===== config.mk =====
export PLATFORM = sky130hd
export DESIGN_NAME = nco_phase_fold
export DESIGN_NICKNAME = d
export VERILOG_FILES = /design/src/rtl/nco_phase_fold_pkg.sv /design/src/rtl/delay_line.sv /design/src/rtl/nco_phase_fold.sv
export SDC_FILE = /design/constraint.sdc
export NUM_CORES = 1
export LEC_CHECK = 0
export ABC_AREA = 1
export BUFFER_PORTS_ARGS = -buffer_cell sky130_fd_sc_hd__buf_2
export CAP_MARGIN = 0
export CORE_MARGIN = 10
export CORE_UTILIZATION = 35
export DETAILED_ROUTE_END_ITERATION = 6
export GPL_ROUTABILITY_DRIVEN = 0
export PLACE_DENSITY_LB_ADDON = 0.1
export SETUP_SLACK_MARGIN = 0.5
export SYNTH_ARGS = -nofsm -noshare
export SYNTH_HDL_FRONTEND = slang
export SYNTH_SLANG_ARGS = --single-unit

===== constraint.sdc =====
create_clock -name c -period 2.8 [get_ports c]
set_input_delay 0 -clock c [delete_from_list [all_inputs] [get_ports c]]
set_output_delay 0 -clock c [all_outputs]
set_load 0.05 [all_outputs]

===== src/rtl/nco_phase_fold_pkg.sv =====
// rtl/nco_phase_fold_pkg.sv - shared fold widths and helpers for the NCO phase path and cosine stage
package nco_phase_fold_pkg;

    localparam int ROM_AW = 10;
    localparam int FRAC_W = 14;
    localparam int FOLD_W = ROM_AW + FRAC_W;

    // Fields that travel alongside the ROM read so they meet rom_d in the same cycle.
    typedef struct packed {
        logic [FRAC_W-1:0] a;
        logic              s;
        logic              v;
    } tail_t;

    localparam tail_t TAIL_RST = '{a: '0, s: 1'b1, v: 1'b0};

    // Ones' complement mirror for odd quadrants; the half-LSB error is accepted.
    function automatic logic [FOLD_W-1:0] fold_mirror(input logic [FOLD_W-1:0] x,
                                                      input logic              m);
        return m ? ~x : x;
    endfunction

endpackage


===== src/rtl/delay_line.sv =====
// rtl/delay_line.sv - fixed-depth shift register with synchronous reset value and no enable
module delay_line #(
    parameter int             W       = 16,
    parameter int             DEPTH   = 2,
    parameter logic [W-1:0]   RST_VAL = '0
) (
    input  logic         c,
    input  logic         rst_n,
    input  logic [W-1:0] d,
    output logic [W-1:0] q
);

    logic [W-1:0] stg [DEPTH];

    always_ff @(posedge c) begin
        if (!rst_n) begin
            for (int i = 0; i < DEPTH; i++) begin
                stg[i] <= RST_VAL;
            end
        end else begin
            stg[0] <= d;
            for (int i = 1; i < DEPTH; i++) begin
                stg[i] <= stg[i-1];
            end
        end
    end

    assign q = stg[DEPTH-1];

endmodule


===== src/rtl/nco_phase_fold.sv =====
// rtl/nco_phase_fold.sv - phase accumulator, offset, quadrant fold and ROM-latency alignment
module nco_phase_fold
    import nco_phase_fold_pkg::*;
#(
    parameter int NBP     = 32,
    parameter int ROM_LAT = 2
) (
    input  logic              c,
    input  logic              rst_n,
    input  logic              en,
    input  logic              ftw_wr,
    input  logic [NBP-1:0]    ftw_in,
    input  logic              poff_wr,
    input  logic [NBP-1:0]    poff_in,
    input  logic              sync,
    input  logic              sync_clr,
    output logic              pend,
    output logic [ROM_AW-1:0] rom_addr,
    output logic [FRAC_W-1:0] a,
    output logic              s,
    output logic              v
);

    logic [NBP-1:0]    acc;
    logic [NBP-1:0]    ftw_act;
    logic [NBP-1:0]    ftw_pend;
    logic [NBP-1:0]    poff;
    logic [NBP-1:0]    ph;
    logic              v0;
    logic              v1;
    logic              v2;
    logic              s2;
    logic [FRAC_W-1:0] a2;

    logic [1:0]        q;
    logic [FOLD_W-1:0] x;
    logic [FOLD_W-1:0] xm;
    tail_t             tail_in;
    tail_t             tail_out;

    assign q  = ph[NBP-1 -: 2];
    assign x  = ph[NBP-3 -: FOLD_W];
    assign xm = fold_mirror(x, q[0]);

    generate
        if (NBP > 26) begin : g_trunc
            logic unused_ph_lsbs;
            assign unused_ph_lsbs = ^ph[NBP-27:0];
        end
    endgenerate

    always_ff @(posedge c) begin
        if (!rst_n) begin
            acc      <= '0;
            ftw_act  <= '0;
            ftw_pend <= '0;
            poff     <= '0;
            ph       <= '0;
            pend     <= 1'b0;
            v0       <= 1'b0;
            v1       <= 1'b0;
            v2       <= 1'b0;
            s2       <= 1'b1;
            a2       <= '0;
            rom_addr <= '0;
        end else begin
            if (ftw_wr) begin
                ftw_pend <= ftw_in;
            end
            // A write in the same cycle as sync wins the pending flag: the new word is still unapplied.
            if (ftw_wr) begin
                pend <= 1'b1;
            end else if (sync) begin
                pend <= 1'b0;
            end
            if (sync) begin
                ftw_act <= ftw_pend;
            end
            if (poff_wr) begin
                poff <= poff_in;
            end

            if (sync && sync_clr) begin
                acc <= '0;
            end else if (en) begin
                acc <= acc + ftw_act;
            end
            v0 <= en;

            ph <= acc + poff;
            v1 <= v0;

            rom_addr <= xm[FOLD_W-1 -: ROM_AW];
            a2       <= xm[FRAC_W-1:0];
            s2       <= ~(q[1] ^ q[0]);
            v2       <= v1;
        end
    end

    assign tail_in = '{a: a2, s: s2, v: v2};

    delay_line #(
        .W       ($bits(tail_t)),
        .DEPTH   (ROM_LAT),
        .RST_VAL (TAIL_RST)
    ) u_align (
        .c     (c),
        .rst_n (rst_n),
        .d     (tail_in),
        .q     (tail_out)
    );

    assign a = tail_out.a;
    assign s = tail_out.s;
    assign v = tail_out.v;

endmodule


# Yosys cells after proc, flatten, opt, wreduce, memory -nomap -nowiden
# Memories as Yosys holds them, arrays and structs flattened.
# Index checks and enable logic that the tools add are counted.
# Widths: inputs -> output; s select.
# word_totals
ramBits	32
latchBits	0
out_inout_bits	27
input_bits	71
mem_count	1
register_bits	189
romBits	0
# classes
addsub	2
div_mod_pow	0
order_cmp	0
shift	0
eq_ne	0
multipliers	0
bitwise_logic	6
muxes	7
n_reduce_logical	3
# mem_list
name	words	word_bits	read_ports	rd_clocked_by_memory_dff	write_ports	line	text
u_align.stg	2	16	2	0	2	delay_line.sv:13	logic [W-1:0] stg [DEPTH];
# op_table
operator	n
$add 32x32->32	2
$mux 16	2
$mux 24	1
$not 24->24	1
$mux 1	4
$not 1->1	2
$or 1x1->1	2
$reduce_bool 2->1	1
$reduce_or 2->1	1
$logic_and 1x1->1	1
$xor 1x1->1	1

# Depth between registers and ports, before layout
# logic_depth
depth_word	2
depth_mapped	13

# Cells and area by module
# From an unflattened synthesis, not the netlist that was laid out.
# hier_totals
cells_unflattened	1755
hier_area_um2	11488.5
# modules_own_cells
mod	instances	area_each_um2	cells_per_inst
nco_phase_fold	1	10453.8	1640
delay_line	1	1034.7	115

# Worst setup path before layout
# Ideal clock, no wire load.
# synth_path
path_type	reg2reg
start	reg acc[0]
end	reg acc[24]
path_buffers	0
slack_ns	1.020
arrival_ns	1.671
period_less_slack_ns	1.780
setup_ns	0.109
path_stages_with_launch	13
path_cell_list	dfxtp_1 -> ha_1 -> fa_1 -> nand3_1 -> nand3_1 -> nand2_1 -> nand2_1 -> nand3_1 -> nand3_1 -> nand2_1 -> nand3_1 -> nand2_1 -> inv_1
# synth_via
elab_chain_cells	1
# synth_lines
element	line	text
start: declaration	nco_phase_fold.sv:24	logic [NBP-1:0] acc;
start signal: assignment	nco_phase_fold.sv:86	acc <= acc + ftw_act;
$add 32x32->32	nco_phase_fold.sv:86	
# No other way between the ends.
# A chain may end at the register's enable or synchronous reset.

# Worst setup path in the final report
# Ends and elaborated chain as after synthesis.

==> flow_metrics.py <==
metrics = {
    "timing": {
        "clock_skew_ps": 17.4,
        "finalSetupTns_ps": 0,
        "final_hold_viol_count": 0,
        "rsz0062_at_grt": "no",
        "slew_violations": 0,
        "slew_headroom_pct": 26.9,
        "setup_violations": 0,
        "timing.final.crit_share_pct": 73.4,
        "fin_ws_ps": 744,
        "fmax_mhz": 486,
        "worstMarginPinSlew_ps": 1100,
        "min_period_ps": 2060,
    },
    "setup_path": {
        "path_max_fanout": 4,
        "arrival_ps": 2490,
        "start_kind": "register",
        "crit_start": "acc[0]",
        "rr_startpoint": "acc[0]",
        "max_stage_delay_ps": 400,
        "critPathRequiredTime_ps": 3230,
        "crit_end": "acc[24]",
        "path_class": "register to register",
        "r2r-end": "acc[24]",
        "slowest_stage": "fa_2",
        "r2r_cells": 12,
        "r2r_slack_ps": 740,
        "end_kind": "register",
        "crit_chain": "ha_1 > fa_2 > nand3_1 > nand3_1 > nand2_1 > nand2_1 > nand3_1 > nand3_1 > nand2_1 > nand3_1 > nand2_1 > inv_1",
        "crit_top_cell": "nand3_1",
    },
    "synth": {
        "synth_ff_type": "dfxtp_1",
        "synth_seq_area_share_pct": 37.6,
        "syn_area_um2": 11500,
        "synth.avg_cell_area_um2": 6.54,
        "yosysMostFrequentCell": "nand2_1",
        "ys_warn_count": 0,
        "synth_commonest_cells": "nand2_1 (402), nor2_1 (376), inv_1 (250)",
        "async_flop_share_pct": 0,
        "synth-edff-count": 0,
        "ys_ff_latch": 215,
        "synthDistinctLibCells": 32,
        "yosys.area.top_type": "dfxtp_1",
        "synth_fp_nets": 1884,
        "synthCells": 1751,
        "synthTopCellsByArea": "dfxtp_1 (38%), nand2_1 (13%), nor2_1 (12%), inv_1 (8.2%), ha_1 (6.7%)",
        "synth_top_cell_area_share_pct": 37.6,
    },
    "grt": {
        "met2_usage_pct": 26.7,
        "grt_overflow": 0,
        "grt_max_degree": 155,
        "grt_use_met3_pct": 2.11,
        "use_met1_pct": 20.2,
        "grt_pass1_vias": 10546,
        "antenna_found_initial": 0,
        "gr-max-usage-layer": "met2",
        "grt_pass1_wl_mm": 53.3,
        "grt_use_total_pct": 15.7,
    },
    "floorplan": {
        "start_util_pct": 35.4,
        "die_area_um2": 40400,
        "core_um2": 32400,
        "rows": 66,
        "ios": 98,
        "die_h_um": 201,
        "die_w_um": 201,
    },
    "routing": {
        "drc": 0,
        "wl_per_cell_um": 13.6,
        "vias_per_cell": 4.45,
        "finalWirelength_mm": 31.9,
        "dr.pass1.iters": 5,
        "initialDrtViolationCount": 537,
        "ant_nets": 0,
        "routed-via-count": 10450,
    },
    "clocking": {
        "cts-root-buf": "clkbuf_16",
        "tritoncts.num_buffers": 26,
        "clk_path_buf_depth": 3,
        "htree_levels": 1,
        "post-cts-setup-buffers": 0,
        "cts_tree": "yes",
        "clock_sinks": 215,
        "cts.clk_slew.worst_paths_ps": 60,
        "clk_latency_ps": 540,
    },
    "placed_design": {
        "portBuffers": 97,
        "place_ws_ps": 702,
        "dp.final_hpwl_mm": 24.2,
    },
    "layout": {
        "nFillCells": 3469,
        "area_delta_synth_final_pct": 20.5,
        "num_antenna_cells": 0,
        "drive_gt1_share_pct": 9.66,
        "fin_nets": 2017,
    },
    "power": {
        "ir_worst_vdd_v": 0.000379,
        "power.density_nw_per_um2": 590,
        "p_leak_nw": 7.26,
    },
    "outcome": {
        "status": "complete, no violations",
    },
    "worst_hold_path": {
        "hp-class": "input port to register",
    },
    "job": {
        "maxCapViolCount": 0,
    },
}
## power breakdown
part           switching [mW]  total (mW)  internal [mW]
Clock                    1.34        3.49           2.15
Sequential              0.134        3.42           3.29
Combinational           0.765        1.23          0.462
## cell type report
type	instances	area, µm²	area share (%)
clock buffer	31	701	5.08
sequential	215	4300	31.2
timing repair buffer	169	1200	8.73
multi-input combinational	1221	5890	42.7
inverter	251	942	6.83
clock inverter	17	200	1.45
tap	442	553	4.01
## cell families after synthesis
family / Yosys count / share of synthesized area [%]
AOI/OAI and AO/OA: 242 / 10.8
xor gates and xnor gates: 40 / 3.06
adders and majority gates: 62 / 6.84
buffers and inverters: 315 / 11.0
DFF: 215 / 37.6
and+or+nand+nor: 877 / 30.7
## per-layer routing
metal | vias to the layer above | routed length [µm] | share of wire, %
li1 | 5654 | - | -
met1 | 4569 | 15300 | 48
met2 | 177 | 14500 | 46
met3 | 50 | 1090 | 3.4
met4 | 0 | 1000 | 3.2
met5 | - | 0 | 0
## what timing repair did
| item | in CTS | in global routing |
|---|---|---|
| resized for setup | 0 | 1 |
| hold buffers | 65 | 0 |
| setup endpoints to repair | 0 | 1 |
| endpoints found under the hold margin | 68 | 0 |
## placed cells by master (no fill, tap or decap), types with 2 or more instances in the layout
cell type,count
nand2_2,15
buf_2,96
o21bai_1,7
buf_4,7
nor3_1,7
xnor2_1,26
a21o_1,4
nor3_2,5
nor2_2,6
xor2_1,14
inv_1,250
bufinv_16,4
clkbuf_1,3
and2_1,2
o21ai_1,4
nand2_1,402
nand4_1,6
nand3_1,49
clkbuf_16,27
or2_2,2
clkinv_2,7
nor2_1,376
clkinvlp_4,6
dfxtp_1,215
ha_1,61
a21oi_1,82
nand3_2,4
o21ai_0,145
dlygate4sd3_1,65
## worst max-delay path, delay by kind of cell (launching register included)
| family | cells | cell delay, ps |
|---|---|---|
| adder cells (fa/ha/maj) | 2 | 670 |
| buffers and inverters | 1 | 30 |
| flip-flops | 1 | 330 |
| AND/OR/NAND/NOR | 9 | 920 |
## how the worst min path moves through the flow
| stage | from | to | slack (ps) | cells past startpoint |
|---|---|---|---|---|
| global placement | ftw_in[11] | ftw_pend[11] | 220 | 3 |
| finish | en | v0 | 30 | 3 |
| floorplan | poff_in[31] | poff[31] | 130 | 2 |
| global route | en | v0 | 50 | 3 |
| CTS | en | v0 | 2 | 3 |
| detailed placement | ftw_in[20] | ftw_pend[20] | 230 | 3 |
## per-stage QoR
stage,hold WS [ps],power [mW],instance area (µm²),std cells,util [%]
5_1_grt,51.5,8.56,13800,2346,42.6
4_1_cts,2.26,8.27,13800,2346,42.6
3_3_place_gp,221,4.65,12200,2233,37.8
3_5_place_dp,226,4.65,12200,2233,37.8
2_1_floorplan,135,4.31,11500,1751,-
6_report,29.2,8.14,13800,2346,42.6
## state kept, by name, indices dropped and copies added, names as in the netlist, 10 cells and up
signal and count:
a2 14, acc 32, ftw_act 32, ftw_pend 32
ph 26, poff 32, rom_addr 10, u_align.stg 32
Note: power is estimated with default switching activity, not from simulation.
